===== src/rtl/mat_pkg.sv =====
// rtl/mat_pkg.sv - shared result-width, slot-index and saturation helpers for the matrix-vector path
package mat_pkg;

  localparam int MAT_MAX_W = 64;

  typedef logic [MAT_MAX_W-1:0] mat_word_t;

  // One bit selects between the two vector slots of the serializer.
  typedef logic slot_idx_t;

  function automatic int mat_res_width(input int data_width, input int elements_num);
    return data_width * 2 + $clog2(elements_num) + 1;
  endfunction

  function automatic mat_word_t mat_sat(input mat_word_t value, input int out_w);
    mat_word_t limit;
    if (out_w >= MAT_MAX_W) begin
      limit = '1;
    end else begin
      limit = (mat_word_t'(1) << out_w) - mat_word_t'(1);
    end
    return (value > limit) ? limit : value;
  endfunction

endpackage


===== src/rtl/mat_result_serializer.sv =====
// rtl/mat_result_serializer.sv - double-buffered vector-to-element serializer; MAT_RESULT_SAT_EN selects saturation over truncation
module mat_result_serializer
  import mat_pkg::*;
#(
  parameter int elementsNum = 4,
  parameter int dataWidth   = 4,
  parameter int outWidth    = 8,
  localparam int inWidth    = mat_res_width(dataWidth, elementsNum)
) (
  input  logic               clk,
  input  logic               rst,
  input  logic [inWidth-1:0] vec_in [elementsNum],
  input  logic               vec_valid,
  output logic               vec_ready,
  output logic [outWidth-1:0] out_data,
  output logic               out_valid,
  input  logic               out_ready,
  output logic               out_last,
  output logic               sat_flag
);

  localparam int idxW = $clog2(elementsNum);
  localparam logic [idxW-1:0] last_idx = idxW'(elementsNum - 1);

  logic [inWidth-1:0] slot_q [2][elementsNum];
  logic [1:0]         full_q;
  logic [1:0]         full_next;
  slot_idx_t          wr_ptr_q;
  slot_idx_t          rd_ptr_q;
  logic [idxW-1:0]    idx_q;
  logic               accept;
  logic               emit;
  logic               release_vec;
  logic [inWidth-1:0] cur_elem;

  // vec_ready depends only on registered state, keeping the engine handshake loop-free.
  always_comb begin
    vec_ready   = ~full_q[wr_ptr_q];
    out_valid   = full_q[rd_ptr_q];
    out_last    = out_valid & (idx_q == last_idx);
    accept      = vec_valid & vec_ready;
    emit        = out_valid & out_ready;
    release_vec = emit & (idx_q == last_idx);
    cur_elem    = slot_q[rd_ptr_q][idx_q];
  end

  always_comb begin
    full_next = full_q;
    if (release_vec) full_next[rd_ptr_q] = 1'b0;
    if (accept)      full_next[wr_ptr_q] = 1'b1;
  end

  always_ff @(posedge clk) begin
    if (rst && accept) begin
      for (int i = 0; i < elementsNum; i++) begin
        slot_q[wr_ptr_q][i] <= vec_in[i];
      end
    end
  end

  always_ff @(posedge clk) begin
    if (!rst) begin
      full_q   <= '0;
      wr_ptr_q <= 1'b0;
      rd_ptr_q <= 1'b0;
      idx_q    <= '0;
    end else begin
      full_q <= full_next;
      if (accept) wr_ptr_q <= ~wr_ptr_q;
      if (emit) begin
        if (release_vec) begin
          idx_q    <= '0;
          rd_ptr_q <= ~rd_ptr_q;
        end else begin
          idx_q <= idx_q + 1'b1;
        end
      end
    end
  end

`ifdef MAT_RESULT_SAT_EN
  mat_word_t elem_word;
  mat_word_t sat_word;
  logic      sat_q;

  always_comb begin
    elem_word = mat_word_t'(cur_elem);
    sat_word  = mat_sat(elem_word, outWidth);
    out_data  = outWidth'(sat_word);
  end

  always_ff @(posedge clk) begin
    if (!rst) begin
      sat_q <= 1'b0;
    end else if (emit && (sat_word != elem_word)) begin
      sat_q <= 1'b1;
    end
  end

  assign sat_flag = sat_q;
`else
  always_comb begin
    out_data = outWidth'(cur_elem);
  end

  assign sat_flag = 1'b0;
`endif

endmodule


===== config.mk =====
export PLATFORM = sky130hd
export DESIGN_NAME = mat_result_serializer
export DESIGN_NICKNAME = d
export VERILOG_FILES = /design/src/rtl/mat_pkg.sv /design/src/rtl/mat_result_serializer.sv
export SDC_FILE = /design/constraint.sdc
export NUM_CORES = 1
export LEC_CHECK = 0
export ABC_AREA = 1
export ABC_CLOCK_PERIOD_IN_PS = 5000
export BUFFER_PORTS_ARGS = -buffer_cell sky130_fd_sc_hd__buf_2
export CORE_ASPECT_RATIO = 0.5
export CORE_UTILIZATION = 32
export CTS_BUF_LIST = sky130_fd_sc_hd__clkbuf_2
export CTS_CLUSTER_DIAMETER = 50
export DETAILED_ROUTE_END_ITERATION = 10
export GPL_ROUTABILITY_DRIVEN = 0
export PLACE_DENSITY = 0.59
export REMOVE_ABC_BUFFERS = 1
export SYNTH_ARGS = -nofsm -noshare
export SYNTH_HDL_FRONTEND = slang
export SYNTH_SLANG_ARGS = --single-unit

===== constraint.sdc =====
create_clock -name clk -period 5 [get_ports clk]
set_input_delay 0.25 -clock clk [delete_from_list [all_inputs] [get_ports clk]]
set_output_delay 0.25 -clock clk [all_outputs]
set_load 0.1 [all_outputs]

# Word level (Yosys, flattened, before mapping)
# Memories as Yosys holds them, arrays and structs flattened. A register that Yosys moved wholly into a read port is not among the register bits.
# Index checks and enable logic that the tools add are counted.
# word_totals
output_inout_bits	12
mem_bits_rw	88
reg_bits	6
inputBits	48
mem_count	1
# mem_list
memory	words	word_bits	read_ports	rd_clocked_by_memory_dff	write_ports	line	text
slot_q	2	44	1	1	1	mat_result_serializer.sv:25	logic [inWidth-1:0] slot_q [2][elementsNum];
# classes
reduce_logical	4
addsub	1
magnitude_cmp	5
mux	18
eq_ne	1
bitwise	11
# op_table
cell	n
binary-select mux 11 bit (select 2 bit)	1
2-to-1 mux 8 bit	2
2-to-1 mux 1 bit	10
2-to-1 mux 2 bit	3
AND 1 bit	4
less-than comparator 1 x 2 -> 1 bit (second input constant)	2
greater-or-equal comparator 3 bit (second input constant)	1
logical AND 1 bit	3
NOT 1 bit	3
NOT 2 -> 3 bit	1
adder 2 x 1 -> 2 bit (second input constant)	1
AND 2 bit	1
demux 1 bit (select 1 bit)	2
equality test 2 bit (second input constant)	1
greater-or-equal comparator 1 bit (second input constant)	2
NOT 2 bit	1
bitwise OR 2 bit	1
AND reduction 2 bit	1

# Depth between registers and ports, before layout
# logic_depth
depth_word	9
depth_mapped	8

# Worst setup path before layout
# No wires, ideal clock.
# synth_timing
path_kind	register to register
from	register wr_ptr_q
to	memory slot_q[1][0] (netlist name) (enable)
stages_incl_launch_ff	6
path_slack_ns	1.921
arrival_ns	2.656
n_path_buf	0
t_required_ns	4.577
cell_sequence	dfxtp_1 > inv_1 > nand2_1 > nand2_1 > nand2_1 > nor2_1
# synth_via
elab_chain_cells	7
# synth_rtl
item	line	text
start, declared	mat_result_serializer.sv:28	slot_idx_t wr_ptr_q;
start signal, assigned	mat_result_serializer.sv:69	if (accept) wr_ptr_q <= ~wr_ptr_q;
2-to-1 mux 1 bit (implied by the code) (2 in a row)	mat_result_serializer.sv:38	vec_ready = ~full_q[wr_ptr_q];
NOT 1 bit	mat_result_serializer.sv:38	
net vec_ready	mat_result_serializer.sv:14	output logic vec_ready,
AND 1 bit	mat_result_serializer.sv:41	accept = vec_valid & vec_ready;
logical AND 1 bit	mat_result_serializer.sv:54	if (rst && accept) begin
2-to-1 mux 1 bit	mat_result_serializer.sv:54	
2-to-1 mux 1 bit (implied by the code)	mat_result_serializer.sv:56	slot_q[wr_ptr_q][i] <= vec_in[i];
end, declared	mat_result_serializer.sv:25	
# The timed path passes the listed nets, and every way through them passes these cells. The select of a mux whose other input is x is not followed.

==> summary.txt <==
Critical path
  – Startpoint types: flip-flop
  – CP delay by family, top: buffers and inverters
  – CP max stage delay: 0.55 ns
  – CP most frequent cell: nand2_1
  – Worst Setup Path Type: flip-flop to output port
  – Critical path endpoint category: output port
  – Worst Path Max Fanout: 33
  – Buf+Inv Stages, Crit Path: 3
  – Reg2Reg Setup Slack: 3.19 ns
  – WP data required: 4.75 ns
  – Crit-path cells: buf_4, inv_2, nand2_1, nand2_1, nand2_1, o21ai_1, nand2_1, nand2_1, buf_2
  – Slowest cell on crit path: inv_2
  – Worst EP arrival: 2.55 ns

Global route
  – Initial antenna violation count: 0
  – Vias in the first global route: 2,095
  – First-pass GRT wire length: 9494 µm
  – GRT Resource Usage Total: 13.23%
  – Largest net degree at the start of global routing: 34
  – Total grt overflow: 0

Floorplanning
  – Core Region: 8798 µm²
  – Die footprint: 9591 µm²
  – Core Rows: 24
  – Starting Density: 33.39%
  – Die H: 69.75 µm
  – Die width: 137.5 µm
  – Count of boundary I/O pins: 60

STA
  – RSZ-0062 raised after global routing: false
  – Final setup viols: 0
  – Setup tns final: 0 ns
  – Final hold violation count: 0
  – Least-Margin Pin Slew: 0.9714 ns
  – Min Hold Slack: 0.06232 ns
  – Maximum clock rate: 357.5 MHz
  – Final worst setup slack: 2.203 ns
  – Fin crit period: 2.797 ns
  – Final Max Tran Viols: 0
  – Final period utilization: 55.95%
  – Final setup skew: 0.01505 ns
  – Slew HR: 35.09%

Placement
  – I/O Buffers: 46
  – DP Wirelength: 3383 µm
  – DP Worst Slack: 2.709 ns

Clocking
  – CTS sink cnt: 71
  – Clock Path Buffers: 2
  – Clock latency on the worst-skew pair: 0.49 ns
  – CTS clk-pin slew, worst paths: 0.18 ns
  – CTS Buf Count: 9
  – Clk root buf: clkbuf_2
  – CTS tree: built
  – H-Tree Depth: 3

Drt
  – Initial DRC Count: 106
  – Vias per inst: 4.428
  – Vias: 2,081
  – Met2 wire length: 2979 µm
  – Met3 wire length: 205 µm
  – Post-route DRC: 0
  – Drt pass-1 iters: 4
  – Post-Route WL: 5798 µm
  – Highest metal used: met4
  – Routed wire per std cell: 12.34 µm
  – Met1 wire length: 2564 µm
  – Post-DRT Antenna Nets: 0

Synth
  – Synth unique cells: 19
  – Mapped Cells: 268
  – Syn avg cell area: 10.96 µm²
  – Post-synthesis register bit count: 71
  – Register area share after synthesis: 70.19%
  – Syn. warnings: 0
  – Mapped cell area: 2938 µm²

Layout
  – P&R area growth vs syn: 27.98%
  – Nets: 397
  – Core Util, Final: 42.73%
  – Antenna cell count: 0
  – Share of cells above drive strength 1: 21.81%
  – Fillcell total: 828

Hold path
  – Worst min path class: primary input to flip-flop

Power and ir drop
  – Overall power: 1388 µW
  – PwrDens: 369.1 nW/µm²
  – Peak VDD IR: 0.0001651 V
  – Pleak: 0.001505 µW

Outcome
  – Outcome: complete, no violations

Run
  – MaxCap Viol Count: 0
## cell usage in the layout, fill, tap and decap left out
| cell | n |
|---|---|
| inv_1 | 11 |
| nor2_1 | 20 |
| bufinv_16 | 4 |
| nand2_2 | 10 |
| conb_1 | 1 |
| nand4_1 | 3 |
| inv_2 | 1 |
| nand3_1 | 2 |
| a21oi_1 | 3 |
| clkinv_2 | 1 |
| clkinvlp_4 | 1 |
| dfxtp_1 | 7 |
| o21ai_0 | 12 |
| nor2_4 | 1 |
| buf_4 | 2 |
| o21ai_1 | 21 |
| clkbuf_2 | 10 |
| nand2_1 | 98 |
| edfxtp_1 | 64 |
| buf_2 | 46 |
| ha_1 | 1 |
| dlygate4sd3_1 | 33 |
| inv_4 | 1 |
## cells in the mapped netlist
cell type,number,area share (%)
nor2_1,21,2.7
clkbuf_1,1,0.13
inv_1,11,1.4
dfxtp_1,7,4.8
conb_1,1,0.13
inv_4,1,0.21
buf_6,3,1.1
ha_1,1,0.43
nand3_1,2,0.34
nand2_1,98,13
buf_4,5,1.3
a21oi_1,3,0.51
inv_2,1,0.13
edfxtp_1,64,65
o21ai_0,12,2.0
o21ai_1,21,3.6
buf_2,3,0.51
nand4_1,3,0.64
nand2_2,10,2.1
## state kept, by name (all words and copies together), names as in the netlist, named ones only
signal	cells
idx_q	2
slot_q	64
wr_ptr_q	1
rd_ptr_q	1
full_q	2
## tightest hold or removal path: cells and delay by family
kind | cells | cell delay (ns)
AND/OR/NAND/NOR | 1 | 0.09
buffers and inverters | 1 | 0.12
AO/OA/AOI/OAI | 1 | 0.07
## worst paths after layout
kind              startpoint       endpoint  cells after the start
setup reg to reg    wr_ptr_q  slot_q[1][15]                      5
hold / removal     out_ready       idx_q[1]                      3
setup / recovery   flip-flop    out_data[0]                      9
hold reg to reg     wr_ptr_q       wr_ptr_q                      2
## per-layer routing
layer | track usage, % | vias to the layer above
li1 | - | 1058
met1 | 14.60 | 990
met2 | 23.28 | 29
met3 | 4.678 | 4
met4 | 4.884 | 0
met5 | 0 | -
## where the power goes
group | leakage [µW] | internal [µW] | switching (µW)
Combinational | 0.000761 | 58.4 | 174
Sequential | 0.000642 | 677 | 15.8
Clock | 0.000102 | 267 | 196
Total | 0.00151 | 1000 | 385
## final cells by class
cell class / count / area, µm² / area share (%)
multi-input combinational: 172 / 742.0 / 19.73
clock buffer: 10 / 50.05 / 1.331
sequential: 71 / 2062 / 54.84
timing repair buffer: 81 / 575.6 / 15.31
clock inverter: 6 / 132.6 / 3.527
inverter: 13 / 51.30 / 1.364
tap: 117 / 146.4 / 3.893
## stage by stage
| step | std cells | cell area, µm² |
|---|---|---|
| after floorplan | 256 | 2848 |
| after global placement | 421 | 3247 |
| after detailed placement | 421 | 3247 |
| after CTS | 470 | 3760 |
| after global routing | 470 | 3760 |
| final | 470 | 3760 |
## kinds of logic (layout without fill, tap and decap cells)
family | count (synthesis) | count (layout) | synth area share (%)
AOI/OAI and AO/OA | 36 | 36 | 6.133
DFF | 71 | 71 | 70.19
adders and majority gates | 1 | 1 | 0.4258
buffers and inverters | 25 | 110 | 4.812
other | 1 | 1 | 0.1276
and+or+nand+nor | 134 | 134 | 18.31
## timing repair
action | 4_1_cts | 5_1_grt
endpoints found under the setup margin | 0 | 0
buffers inserted | 0 | 0
endpoints found under the hold margin | 68 | 0
hold buffers | 33 | 0
gates resized for setup | 0 | 0
(Power assumes the default switching activity.)
